## config.mk

```make
export PLATFORM = sky130hd
export DESIGN_NAME = sipo_deserializer
export DESIGN_NICKNAME = d
export VERILOG_FILES = /design/src/rtl/shift_reg_pkg.sv /design/src/rtl/shift_core.sv /design/src/rtl/sipo_deserializer.sv
export SDC_FILE = /design/constraint.sdc
export NUM_CORES = 1
export LEC_CHECK = 0
export CAP_MARGIN = 30
export CORE_MARGIN = 2
export CORE_UTILIZATION = 35
export CTS_BUF_LIST = sky130_fd_sc_hd__clkbuf_4 sky130_fd_sc_hd__clkbuf_8
export CTS_CLUSTER_DIAMETER = 80
export DETAILED_ROUTE_END_ITERATION = 7
export SLEW_MARGIN = 20
export SYNTH_ARGS = -nofsm -noshare
export SYNTH_HDL_FRONTEND = slang
export SYNTH_SLANG_ARGS = --single-unit
```

## constraint.sdc

```tcl
create_clock -name clk -period 2.3 [get_ports clk]
set_clock_uncertainty 0.05 [all_clocks]
set_input_delay 0.69 -clock clk [delete_from_list [all_inputs] [get_ports clk]]
set_output_delay 0.69 -clock clk [all_outputs]
set_load 0.005 [all_outputs]
```

## src/rtl/shift_reg_pkg.sv

```systemverilog
// Shared definitions for the shift-register family (SIPO now, PISO and
// universal variants later). Direction constants and the completion-stage
// action type live here so every variant agrees on their meaning.
package shift_reg_pkg;

   // Direction select for the shift cores.
   // MSB first: the first bit received ends up in bit WIDTH-1 (left shift).
   // LSB first: the first bit received ends up in bit 0 (right shift).
   localparam bit SHIFT_MSB_FIRST = 1'b1;
   localparam bit SHIFT_LSB_FIRST = 1'b0;

   // What the word holding stage does on a given clock edge.
   //   HOLD_IDLE    : nothing changes
   //   HOLD_ACCEPT  : a freshly completed word is loaded, valid goes high
   //   HOLD_DROP    : a word completed but the holding register is still
   //                  occupied and not being consumed, so the word is lost
   //   HOLD_CONSUME : the consumer takes the held word, valid goes low
   typedef enum logic [1:0] {
      HOLD_IDLE    = 2'd0,
      HOLD_ACCEPT  = 2'd1,
      HOLD_DROP    = 2'd2,
      HOLD_CONSUME = 2'd3
   } hold_action_e;

endpackage

```

## src/rtl/shift_core.sv

```systemverilog
// Parametrised shift register with enable, synchronous clear and a
// compile-time shift direction. Besides the registered contents it exposes
// the value the register would take on an enabled shift, so a parent block
// can capture a completed word on the very edge it is formed.
import shift_reg_pkg::*;

module shift_core #(
   parameter int WIDTH     = 8,
   parameter bit MSB_FIRST = SHIFT_MSB_FIRST
) (
   input  logic             clk,
   input  logic             rst,
   input  logic             clear,
   input  logic             shift_en,
   input  logic             serial_in,
   output logic [WIDTH-1:0] data,
   output logic [WIDTH-1:0] shift_next
);

   // Next contents after one shift, in the direction chosen at build time.
   // Left shift pushes the new bit in at bit 0 so the oldest bit walks up
   // towards the MSB; right shift does the mirror image.
   always_comb begin
      shift_next = data;
      if (MSB_FIRST == SHIFT_MSB_FIRST) begin
         shift_next = {data[WIDTH-2:0], serial_in};
      end else begin
         shift_next = {serial_in, data[WIDTH-1:1]};
      end
   end

   // Register update: clear beats shift, and without an enable the
   // contents hold indefinitely.
   always_ff @(posedge clk or posedge rst) begin
      if (rst) begin
         data <= '0;
      end else if (clear) begin
         data <= '0;
      end else if (shift_en) begin
         data <= shift_next;
      end
   end

endmodule

```

## src/rtl/sipo_deserializer.sv

```systemverilog
// Serial-in / parallel-out deserializer. A shift_core collects bits; a bit
// counter frames them into WIDTH-bit words; each completed word is handed
// to a valid/ready holding stage. A word that completes while the holding
// register is still occupied (and not being taken on that edge) is dropped
// and flagged through the sticky overrun output.
import shift_reg_pkg::*;

module sipo_deserializer #(
   parameter int WIDTH     = 8,
   parameter bit MSB_FIRST = SHIFT_MSB_FIRST
) (
   input  logic                     clk,
   input  logic                     rst,
   input  logic                     clear,
   input  logic                     serial_in,
   input  logic                     shift_en,
   output logic [WIDTH-1:0]         parallel_out,
   output logic [$clog2(WIDTH)-1:0] bit_count,
   output logic [WIDTH-1:0]         word_out,
   output logic                     word_valid,
   input  logic                     word_ready,
   output logic                     overrun
);

   localparam int CW = $clog2(WIDTH);
   localparam logic [CW-1:0] LAST_BIT = CW'(WIDTH - 1);

   logic [WIDTH-1:0] sr_data;
   logic [WIDTH-1:0] sr_next;
   logic [CW-1:0]    count_q;
   logic             do_shift;
   logic             word_done;
   logic             consume;
   hold_action_e     hold_action;

   shift_core #(
      .WIDTH     (WIDTH),
      .MSB_FIRST (MSB_FIRST)
   ) u_shift_core (
      .clk        (clk),
      .rst        (rst),
      .clear      (clear),
      .shift_en   (shift_en),
      .serial_in  (serial_in),
      .data       (sr_data),
      .shift_next (sr_next)
   );

   assign parallel_out = sr_data;
   assign bit_count    = count_q;

   // Edge qualifiers: a shift only happens when clear is not overriding it,
   // the word completes on the shift that carries the last bit, and the
   // consumer only takes a word that is actually being presented.
   always_comb begin
      do_shift  = shift_en && !clear;
      word_done = do_shift && (count_q == LAST_BIT);
      consume   = word_valid && word_ready;
   end

   // Bit counter: advances on every shift and wraps to zero when the word
   // completes. The shift register itself is deliberately not cleared at
   // completion, so parallel_out keeps showing the last word until new bits
   // push it out.
   always_ff @(posedge clk or posedge rst) begin
      if (rst) begin
         count_q <= '0;
      end else if (clear) begin
         count_q <= '0;
      end else if (shift_en) begin
         if (count_q == LAST_BIT) begin
            count_q <= '0;
         end else begin
            count_q <= count_q + 1'b1;
         end
      end
   end

   // Decide what the holding stage does this edge. A completing word may
   // take the slot if it is empty or being emptied on this same edge;
   // otherwise the new word is lost. Consumption alone just frees the slot.
   always_comb begin
      hold_action = HOLD_IDLE;
      if (word_done) begin
         if (!word_valid || consume) begin
            hold_action = HOLD_ACCEPT;
         end else begin
            hold_action = HOLD_DROP;
         end
      end else if (consume) begin
         hold_action = HOLD_CONSUME;
      end
   end

   // Holding register. clear does not touch it: a word already framed is
   // still deliverable after the partial word is aborted. The word captured
   // is the post-shift value, so word_out equals parallel_out right after a
   // completion.
   always_ff @(posedge clk or posedge rst) begin
      if (rst) begin
         word_out   <= '0;
         word_valid <= 1'b0;
      end else begin
         unique case (hold_action)
            HOLD_ACCEPT: begin
               word_out   <= sr_next;
               word_valid <= 1'b1;
            end
            HOLD_CONSUME: begin
               word_valid <= 1'b0;
            end
            HOLD_DROP: begin
               word_valid <= 1'b1;
            end
            HOLD_IDLE: begin
               word_valid <= word_valid;
            end
         endcase
      end
   end

   // Sticky overrun flag: set by any dropped word and only cleared by reset
   // or by an explicit clear, so software/consumers can see that data was
   // lost at some point since the last abort.
   always_ff @(posedge clk or posedge rst) begin
      if (rst) begin
         overrun <= 1'b0;
      end else if (clear) begin
         overrun <= 1'b0;
      end else if (hold_action == HOLD_DROP) begin
         overrun <= 1'b1;
      end
   end

endmodule

```

After elaboration in Yosys (flattened, before gate mapping)
Index checks and enable logic that the tools add are counted.
{"block": "totals", "n_memories": 0, "mem_bits_rw": 0, "regBits": 21, "latchBits": 0, "rom_bits": 0}
{"block": "op_classes", "n_lt_le_gt_ge": 0, "n_reduce_logical": 10, "div_mod_pow": 0, "add_sub_neg": 1, "eq_ne": 4, "n_bitwise": 0, "muxes": 11, "mul": 0, "n_shift": 0}
{"op": "$mux W8", "n": 2}
{"op": "$mux W3", "n": 3}
{"op": "$mux W2", "n": 3}
{"op": "$eq A2 B2 Y1 const B", "n": 2}
{"op": "$reduce_bool A2 Y1", "n": 2}
{"op": "$add A3 B1 Y3 const B", "n": 1}
{"op": "$eq A3 B3 Y1 const B", "n": 1}
{"op": "$logic_and A1 B1 Y1", "n": 3}
{"op": "$eq A2 B1 Y1 const B", "n": 1}
{"op": "$logic_not A1 Y1", "n": 2}
{"op": "$logic_not A2 Y1", "n": 1}
{"op": "$mux W1", "n": 2}
{"op": "$pmux W1 S2", "n": 1}
{"op": "$reduce_or A2 Y1", "n": 1}
{"op": "$logic_or A1 B1 Y1", "n": 1}

Depth between registers and ports, before layout
Gate-level depths: netlist of the first run.
{"block": "logic_depth", "depth_word": 7, "ltp_mapped": 7, "ltp_nobuf": 7}

Hierarchy
From an unflattened synthesis of the first run, not the netlist that was laid out.
{"block": "unflattened", "hier_cells": 82, "hier_area_um2": 1013.5}
{"module": "sipo_deserializer", "cells_per_inst": 47, "instances": 1, "area_each_um2": 624.3}
{"module": "shift_core", "cells_per_inst": 35, "instances": 1, "area_each_um2": 389.1}

Least setup slack after synthesis of the first run
Ideal clock, no wire load.
{"block": "synth_path", "path_type": "register -> register", "startpoint": "register count_q[0] (netlist: bit_count[0])", "endpoint": "register word_out[0]", "period_less_slack_ps": 2057, "path_buffers": 1, "required_time_ps": 2125, "path_stages_with_launch": 8, "setup_slack_ps": 243, "setup_ps": 125, "t_arrival_ps": 1882, "cell_sequence": "dfrtp_1 ha_1 ha_1 nand3b_1 mux2_2 ha_1 buf_2 mux2_2"}
{"block": "synth_via", "elab_chain_len": 4}
{"item": "start: declaration", "line": "sipo_deserializer.sv:30", "text": "logic [CW-1:0] count_q;"}
{"item": "start signal: assignment", "line": "sipo_deserializer.sv:74", "text": "count_q <= count_q + 1'b1;"}
{"item": "$eq A3 B3 Y1", "line": "sipo_deserializer.sv:57", "text": "word_done = do_shift && (count_q == LAST_BIT);"}
{"item": "$logic_and A1 B1 Y1", "line": "sipo_deserializer.sv:57"}
{"item": "$mux W2", "line": "sipo_deserializer.sv:84", "text": "if (word_done) begin"}
{"item": "$eq A2 B1 Y1", "line": "sipo_deserializer.sv:104", "text": "unique case (hold_action)"}
{"item": "end signal: assignment", "line": "sipo_deserializer.sv:106", "text": "word_out <= sr_next;"}
{"item": "end: declaration", "line": "sipo_deserializer.sv:19", "text": "output logic [WIDTH-1:0] word_out,"}
No other way between the ends.
A chain may end at the register's enable or synchronous reset.

Final worst setup path of the first run
{"block": "layout_path", "startpoint": "input port clear", "endpoint": "register word_valid"}
{"block": "layout_via", "elab_chain_len": 7}
{"item": "start: declaration", "line": "sipo_deserializer.sv:14", "text": "input logic clear,"}
{"item": "$logic_not A1 Y1 *", "line": "sipo_deserializer.sv:56", "text": "do_shift = shift_en && !clear;"}
{"item": "$logic_and A1 B1 Y1 *", "line": "sipo_deserializer.sv:56"}
{"item": "$logic_and A1 B1 Y1 *", "line": "sipo_deserializer.sv:57"}
{"item": "$mux W2 *", "line": "sipo_deserializer.sv:84"}
{"item": "$eq A2 B2 Y1 or $eq A2 B1 Y1 (tied branches)", "line": "sipo_deserializer.sv:104"}
{"item": "$reduce_or A2 Y1 (no source line)"}
{"item": "$pmux W1 S2", "line": "sipo_deserializer.sv:104"}
{"item": "end signal: assignment", "line": "sipo_deserializer.sv:116", "text": "word_valid <= word_valid;"}
{"item": "end: declaration", "line": "sipo_deserializer.sv:20", "text": "output logic word_valid,"}
Mark *: on every way between the ends. The rest lies on a longest branch, timed or not.

==> results of run 1 <==
==> final timing paths <==
kind	startpoint	endpoint	slack (ns)	cells after the start
setup / recovery	clear	word_valid	0.11	6
hold / removal	overrun	overrun	0.46	2
setup reg to reg	bit_count[1]	word_valid	0.17	7
hold reg to reg	overrun	overrun	0.46	2
max in group asynchronous	rst	u_shift_core.data[3]	1.31	3
min in group asynchronous	rst	bit_count[0]	0.67	3
==> flip-flops by register name, indices dropped and copies added (netlist names) <==
| signal | flops |
|---|---|
| bit_count | 3 |
| overrun | 1 |
| u_shift_core.data | 8 |
| word_out | 8 |
| word_valid | 1 |
==> power groups by stage <==
stage               clock network [µW]  registers (µW)  logic, µW
finish                             183             384       67.3
detailed placement                   0             392       66.1
CTS                                194             385       66.6
floorplan                            0             391       28.2
global route                       206             385       74.2
global placement                     0             391       65.5
==> cell usage in the layout (no fill, tap or decap) <==
cell type and n:
ha_2 1, or3b_1 1, nand2_1 1, mux2_2 9, o21a_1 1, clkbuf_4 4
mux2i_1 11, inv_1 2, and4b_1 1, a211oi_1 1, and2_1 1, nand3b_1 1
a21oi_1 1, dfrtp_1 21, o21ai_0 1, ha_1 3, buf_4 7, nor2_1 12
clkdlybuf4s50_1 26, nand2b_1 2
==> cells by family (layout without fill, tap and decap cells) <==
family,count (synthesis),after routing,share of synthesized area [%]
flip-flops,21,21,56.5
multiplexers,20,20,22.7
buffers and inverters,5,39,2.56
adder cells (fa/ha/maj),4,4,5.38
AO/OA/AOI/OAI,4,4,2.69
AND/OR/NAND/NOR,19,19,10.1
==> cell type report <==
cell class | count | area (µm²) | share of cell area [%]
Clock buffer | 4 | 30.0 | 2.32
Tap cell | 30 | 37.5 | 2.90
Multi-Input combinational cell | 47 | 383 | 29.5
Inverter | 2 | 7.51 | 0.579
Timing Repair Buffer | 33 | 313 | 24.1
Sequential cell | 21 | 526 | 40.5
==> per-stage QoR <==
stage / area (µm²) / utilization [%]
after floorplan: 930 / -
after global placement: 1260 / 50.3
after detailed placement: 1260 / 50.3
after CTS: 1290 / 51.5
after global routing: 1300 / 51.9
final: 1300 / 51.9
==> critical path, stage by stage <==
cell             delay, ns
clkdlybuf4s50_1       0.48
nand3b_1              0.17
mux2_2                0.35
ha_2                  0.25
and4b_1               0.17
a211oi_1              0.22
==> per-layer routing <==
| metal | wire length (µm) | track usage, % |
|---|---|---|
| met1 | 955 | 18.3 |
| met2 | 839 | 20.2 |
| met3 | 99 | 3.51 |
| met4 | 0 | 3.14 |
| met5 | 0 | 0 |
==> repair_timing <==
item,in CTS,in global routing
setup endpoints to repair,0,9
setup buffers,0,1
resized for setup,0,1
==> metrics.md, run 1 <==
| Metric | Value |
|---|---|
| Die W | `55.5 µm` |
| Share of cells above drive strength 1 | `19.6%` |
| Cell Count, Final, Fillers Out | `137` |
| Clock sink count | `21` |
| Initial antenna violation count | `0` |
| H-tree depth | `1` |
| Leakage | `0.000623 µW` |
| WL final | `1890 µm` |
| CTS Root Cell | `clkbuf_4` |
| Synth-to-layout area growth | `39.4%` |
| Overall power | `634 µW` |
| Fillers | `235` |
| Post-synth EDFFs | `0` |
| Mapped cell area | `930 µm²` |
| Setup_tns | `0 ns` |
| Die area | `3080 µm²` |
| Clock network power share | `28.9%` |
| Netlist cell types | `19` |
| Clk slew on worst S/H paths | `0.11 ns` |
| DP HPWL | `1290 µm` |
| Antenna-violating nets left | `0` |
| CP endpoint kind | `flop` |
| Most numerous cell in the Yosys netlist | `dfrtp_1` |
| Nets@finish | `118` |
| Endpoints failing setup | `0` |
| CP arrival | `2.34 ns` |
| Synth Flop Type | `dfrtp_1` |
| Sw frac | `21.8%` |
| Max-slew headroom | `81.3%` |
| Dpl cells | `132` |
| CTS tree | `yes` |
| Power Dens Cells | `489 nW/µm²` |
| Synth warnings | `0` |
| Initial Utilization | `37.2%` |
| GRT Total Usage | `13.1%` |
| RSZ-0062 raised after global routing | `no` |
| First-pass GRT wire length | `3290 µm` |
| Post-synth net total | `83` |
| Row cnt | `18` |
| DRC violations left | `0` |
| Critical path startpoint category | `primary input` |
| Vias in the first global route | `709` |
| F_max | `0.457 GHz` |
| Period minus WS final | `2.19 ns` |
| Synth top area share | `56.5%` |
| Synth Instances | `73` |
| Drt via density | `4.81` |
| Seq pwr share | `60.5%` |
| Die height | `55.5 µm` |
| Syn_area_per_cell | `12.7 µm²` |
| Worst-path fanout max | `4` |
| Post-cts hold buffer count | `0` |
| Clock latency on the worst-skew pair | `0.29 ns` |
| CP Class | `in -> reg` |
| Hold Vio Cnt, Final | `0` |
| Hold WS | `0.455 ns` |
| ANT cells | `0` |
| Register area share after synthesis | `56.5%` |
| IO Pins | `27` |
| Top post-synthesis cells by area | `dfrtp_1 57%, mux2i_1 12%, mux2_2 11%` |
| Synth area leader | `dfrtp_1` |
| Pins over their slew limit | `0` |
| PortBufs | `26` |
| First drt pass iteration count | `2` |
| Maximum vdd ir drop | `0.307 mV` |
| Worst min path class | `reg -> reg` |
| Total CTS buffers | `3` |
| Largest net degree at the start of global routing | `22` |
| Core footprint | `2500 µm²` |
| Yosys reg bits | `21` |
| Async S/R FF share, synth | `100%` |
| Wirelength per Cell | `13.8 µm` |
| Final period util | `95.2%` |
| Drt initial violations | `8` |
| Cell-internal power | `496 µW` |
| Longest Clk Path Bufs | `2` |
| Sw Pwr | `138 µW` |
| Comb pwr share | `10.6%` |
| Max-cap viol count | `0` |
| PnR worst setup slack | `0.110 ns` |
| Grt total ovfl | `0` |
| Top cells by count, synth | `21 x dfrtp_1, 12 x nor2_1, 11 x mux2i_1` |
| Outcome | `completed` |
| Worst slew pin tran | `0.280 ns` |
| Critical Path RT | `2.45 ns` |
| Dpl ws | `-0.246 ns` |
| Routability congestion estimate from global placement | `0.695` |
| Routed vias | `659` |
(Power assumes the default switching activity.)
==> inputs of run 2 (changes only) <==
- CTS_CLUSTER_SIZE: default -> 24
==> results of run 2 <==
The final DEF is identical to that of run 1; final timing and power are the same.
